### config.mk
export PLATFORM = sky130hd
export DESIGN_NAME = key_seq_gen
export DESIGN_NICKNAME = d
export VERILOG_FILES = /design/src/rtl/key_seq_gen.sv
export SDC_FILE = /design/constraint.sdc
export NUM_CORES = 1
export LEC_CHECK = 0
export CAP_MARGIN = 20
export CORE_MARGIN = 1.5
export CORE_UTILIZATION = 59
export DETAILED_ROUTE_END_ITERATION = 12
export PLACE_DENSITY = 0.78
export SETUP_SLACK_MARGIN = 0.15
export SKIP_CTS_REPAIR_TIMING = 1
export SLEW_MARGIN = 40
export SYNTH_ARGS = -nofsm -noshare
export SYNTH_HDL_FRONTEND = slang
export SYNTH_SLANG_ARGS = --single-unit
### constraint.sdc
create_clock -name clk -period 3.4 [get_ports clk]
set_input_delay 0.34 -clock clk [delete_from_list [all_inputs] [get_ports clk]]
set_output_delay 0.34 -clock clk [all_outputs]
set_load 0.02 [all_outputs]
### src/rtl/key_seq_gen.sv
// rtl/key_seq_gen.sv - timed press-sequence generator for a 9-bit key-driven LED counter
// Picks the shortest inc/dec path to the target and tracks the counter in a shadow register.
module key_seq_gen #(
  parameter int WIDTH     = 9,
  parameter int PRESS_CYC = 4,
  parameter int GAP_CYC   = 4
) (
  input  logic             clk,
  input  logic             rst_n,
  input  logic             start,
  input  logic             clr,
  input  logic [WIDTH-1:0] target,
  output logic             key0_n,
  output logic             key1_n,
  output logic             key2_n,
  output logic             busy,
  output logic             done,
  output logic [WIDTH-1:0] shadow
);

  typedef enum logic [1:0] {IDLE, PRESS, GAP, FIN} state_t;

  localparam logic [15:0]      PRESS_LD = 16'(PRESS_CYC - 1);
  localparam logic [15:0]      GAP_LD   = 16'(GAP_CYC - 1);
  localparam logic [WIDTH-1:0] HALF     = {1'b1, {(WIDTH-1){1'b0}}};

  localparam logic [1:0] SEL_RST = 2'd0;
  localparam logic [1:0] SEL_INC = 2'd1;
  localparam logic [1:0] SEL_DEC = 2'd2;

  state_t           state, state_nx;
  logic [15:0]      timer, timer_nx;
  logic [WIDTH-1:0] remaining, remaining_nx;
  logic [WIDTH-1:0] shadow_nx;
  logic [WIDTH-1:0] diff;
  logic [1:0]       sel, sel_nx;
  logic [2:0]       key_q, key_nx;
  logic             busy_nx, done_nx;

  assign diff = target - shadow;

  always_ff @(posedge clk or negedge rst_n) begin
    if (!rst_n) begin
      state     <= IDLE;
      timer     <= '0;
      remaining <= '0;
      sel       <= SEL_RST;
      shadow    <= '0;
      key_q     <= 3'b111;
      busy      <= 1'b0;
      done      <= 1'b0;
    end else begin
      state     <= state_nx;
      timer     <= timer_nx;
      remaining <= remaining_nx;
      sel       <= sel_nx;
      shadow    <= shadow_nx;
      key_q     <= key_nx;
      busy      <= busy_nx;
      done      <= done_nx;
    end
  end

  always_comb begin
    state_nx     = state;
    timer_nx     = timer;
    remaining_nx = remaining;
    sel_nx       = sel;
    shadow_nx    = shadow;
    case (state)
      IDLE: begin
        // clr takes priority over a simultaneous start
        if (clr) begin
          sel_nx       = SEL_RST;
          remaining_nx = {{(WIDTH-1){1'b0}}, 1'b1};
          timer_nx     = PRESS_LD;
          state_nx     = PRESS;
        end else if (start) begin
          if (diff == '0) begin
            state_nx = FIN;
          end else begin
            timer_nx = PRESS_LD;
            state_nx = PRESS;
            if (diff <= HALF) begin
              sel_nx       = SEL_INC;
              remaining_nx = diff;
            end else begin
              sel_nx       = SEL_DEC;
              remaining_nx = {WIDTH{1'b0}} - diff;
            end
          end
        end
      end
      PRESS: begin
        if (timer == 16'd0) begin
          state_nx     = GAP;
          timer_nx     = GAP_LD;
          remaining_nx = remaining - {{(WIDTH-1){1'b0}}, 1'b1};
          case (sel)
            SEL_INC: shadow_nx = shadow + {{(WIDTH-1){1'b0}}, 1'b1};
            SEL_DEC: shadow_nx = shadow - {{(WIDTH-1){1'b0}}, 1'b1};
            default: shadow_nx = '0;
          endcase
        end else begin
          timer_nx = timer - 16'd1;
        end
      end
      GAP: begin
        if (timer == 16'd0) begin
          if (remaining == '0) begin
            state_nx = FIN;
          end else begin
            state_nx = PRESS;
            timer_nx = PRESS_LD;
          end
        end else begin
          timer_nx = timer - 16'd1;
        end
      end
      default: state_nx = IDLE;
    endcase
  end

  // Outputs are decoded from the next state and registered, so key lines never glitch.
  always_comb begin
    key_nx  = 3'b111;
    busy_nx = (state_nx == PRESS) || (state_nx == GAP);
    done_nx = (state_nx == FIN);
    if (state_nx == PRESS) begin
      case (sel_nx)
        SEL_INC: key_nx = 3'b101;
        SEL_DEC: key_nx = 3'b011;
        default: key_nx = 3'b110;
      endcase
    end
  end

  assign key0_n = key_q[0];
  assign key1_n = key_q[1];
  assign key2_n = key_q[2];

endmodule

==> metrics.csv <==
metric;value;unit
outcome;finished, final reports clean;
detail_route.vias_per_cell;5.94;
place_hpwl;5530;um
grt.total_usage;26.4;%
intPower;1.40;mW
stdcell_count;494;
grt_max_degree;44;
rsz0062_at_grt;false;
wirelength;7460;um
cp-endpoint;remaining[8]$_DFFE_PN0P_;
skew;0.00341;ns
end_kind;register;
r2r-start;shadow[1]$_DFFE_PN0P_;
finalInstanceArea;3920;um2
switchingPower;985;uW
clkLatencyLatePin;0.30;ns
crit_fanout;6;
htree_num_levels;2;
ys_seq_area_share;32.5;%
gp_congestion;0.834;
design.portCount;27;
power_switching_share;41.3;%
antenna_cells;0;
start_util;60.8;%
cts_made_buffers;5;
num_rows;27;
cp.arrival;3.31;ns
rrSetupSlack;0.36;ns
avgSynthCellArea;8.89;um2
drt-met1-wl;3570;um
seqPwrFrac;25.3;%
reg2reg_depth;11;
ant_nets;0;
cp.required;3.64;ns
final_common_cell;dfrtp_1;
maxUsedRoutingLayer;met4;
io_buffers;26;
peakVddDrop;499;uV
syn_nets;416;
grt_pass1_wl;12900;um
globalRoute.totalOverflow;0;
dr.pass1.iters;5;
period_share;90.3;%
final.min_clock_period;3.07;ns
die-height;78.1;um
place_inst;485;
cellLeakagePower;1.70;nW
layout_common_cells;39 x dfrtp_1, 34 x o21ai_0, 31 x nor2_1;
clkPwrFrac;17.0;%
syn_to_final_growth;17.9;%
num-nets-final;463;
power;2.39;mW
setup_viol;0;
vias;2933;
hold_class;in2async;
slew_headroom;61.0;%
crit_type;in2reg;
synthCells;374;
grt_antenna_before_repair;0;
grt_pass1_vias;2845;
worst_setup_path_start_kind;input port;
dr_wl_met3;335;um
setup.worst_path.start;target[0];
drc;0;
worstReg2RegEnd;remaining[8]$_DFFE_PN0P_;
utilization;71.6;%
yosys_most_used_dff;dfrtp_1;
root_buffer;clkbuf_8;
path_clk_slew;0.08;ns
synth-seq-cells;43;
dieArea;6100;um2
synth_warnings;0;
worst_pin_slew;0.580;ns
finalSetupTns;0;ns
cts_buffer_depth;2;
placed_area;3780;um2
wl_met2;3420;um
slew_viol_final;0;
maxCapViolations;0;
synth_edf_count;0;
max_freq;326;MHz
drive_gt1_share;12.6;%
nFillCells;444;
final_hold_viol_count;0;
fp.dieW;78.1;um
drt-initial-drc-count;200;
synth_cell_type_count;65;
clock_sinks;43;
drt-wirelength-per-cell;15.1;um
pwr-share-comb;57.7;%
powerDensity;609;nW/um2
core-area;5470;um2
cts_tree;yes;
netlist_area;3330;um2
ys_async_sr_fraction;100;%
[stage by stage]
stage	setup WS (ns)	hold WS (ns)
4_1_cts	0.242	0.0427
5_1_grt	0.133	0.0645
3_5_place_dp	-0.0410	0.368
6_report	0.330	0.0114
2_1_floorplan	0.216	0.0444
3_3_place_gp	0.0131	0.477
[worst min path at each step]
| stage | end | slack (ns) |
|---|---|---|
| final | remaining[2]$_DFFE_PN0P_ | 0.01 |
| after CTS | remaining[2]$_DFFE_PN0P_ | 0.04 |
| after global placement | timer[14]$_DFFE_PN0P_ | 0.48 |
| after global routing | remaining[2]$_DFFE_PN0P_ | 0.06 |
| after detailed placement | remaining[2]$_DFFE_PN0P_ | 0.37 |
| after floorplan | busy$_DFF_PN0_ | 0.04 |
[power groups by stage]
stage	registers (mW)	logic [mW]	clock network (mW)
after floorplan	0.651	0.941	0
after global placement	0.610	1.30	0
after detailed placement	0.610	1.34	0
after CTS	0.602	1.35	0.412
after global routing	0.609	1.52	0.440
final	0.603	1.38	0.405
[Yosys cell counts (4+ instances only)]
master,instances,area [um2]
nand2_1,24,90.1
nor2b_1,4,25.0
nor4_1,4,25.0
nor2_1,31,116
dfrtp_1,40,1000
o21ai_0,34,170
a31oi_1,4,25.0
nand2b_1,8,50.1
nand3_1,9,45.0
xor2_1,6,52.6
buf_4,4,30.0
nand3b_1,4,30.0
a21oi_1,29,145
a21o_1,4,30.0
and3_1,4,25.0
inv_1,28,105
o21bai_1,4,30.0
nor3_1,8,40.0
ha_1,27,338
o31ai_1,7,52.6
xnor2_1,12,105
o41ai_1,5,43.8
o21ai_1,8,40.0
or3_1,7,43.8
[worst max-delay path, cell delays in order]
cell and delay (ns):
clkdlybuf4s50_1 0.45, inv_1 0.05, buf_4 0.12, ha_1 0.19
nor2b_2 0.16, o2111ai_1 0.17, a311oi_2 0.42, a2111oi_4 0.11
buf_4 0.19, a31oi_4 0.32, o221ai_4 0.19, or4_1 0.51
nand3_1 0.09
[sequential cells by signal, indices dropped and copies added (netlist names)]
| register | flops |
|---|---|
| state | 2 |
| timer | 16 |
| key_q | 3 |
| shadow | 9 |
| remaining | 9 |
| busy | 1 |
| done | 1 |
| sel | 2 |
[layout make-up]
| class | count | area [um2] | share of cell area, % |
|---|---|---|---|
| inverters | 29 | 109 | 2.78 |
| clock buffers | 5 | 68.8 | 1.76 |
| flip-flops and latches | 43 | 1080 | 27.6 |
| repair buffers | 48 | 423 | 10.8 |
| multi-input cells | 294 | 2100 | 53.7 |
| clock inverters | 3 | 43.8 | 1.12 |
| well taps | 72 | 90.1 | 2.30 |
[kinds of logic after synthesis]
| group | after synthesis | share of synthesized area, % |
|---|---|---|
| AO/OA/AOI/OAI | 128 | 27.6 |
| XOR/XNOR | 19 | 5.23 |
| adder cells (fa/ha/maj) | 29 | 11.4 |
| buffers and inverters | 37 | 4.66 |
| flip-flops | 43 | 32.5 |
| multiplexers | 4 | 1.28 |
| AND/OR/NAND/NOR | 114 | 17.4 |
[per-layer routing]
layer / vias up / track usage (%)
met5: - / 0
met4: 0 / 8.57
met3: 16 / 4.42
met2: 79 / 42.5
met1: 1376 / 36.2
li1: 1462 / -
Power figures use the tool's default switching activity.
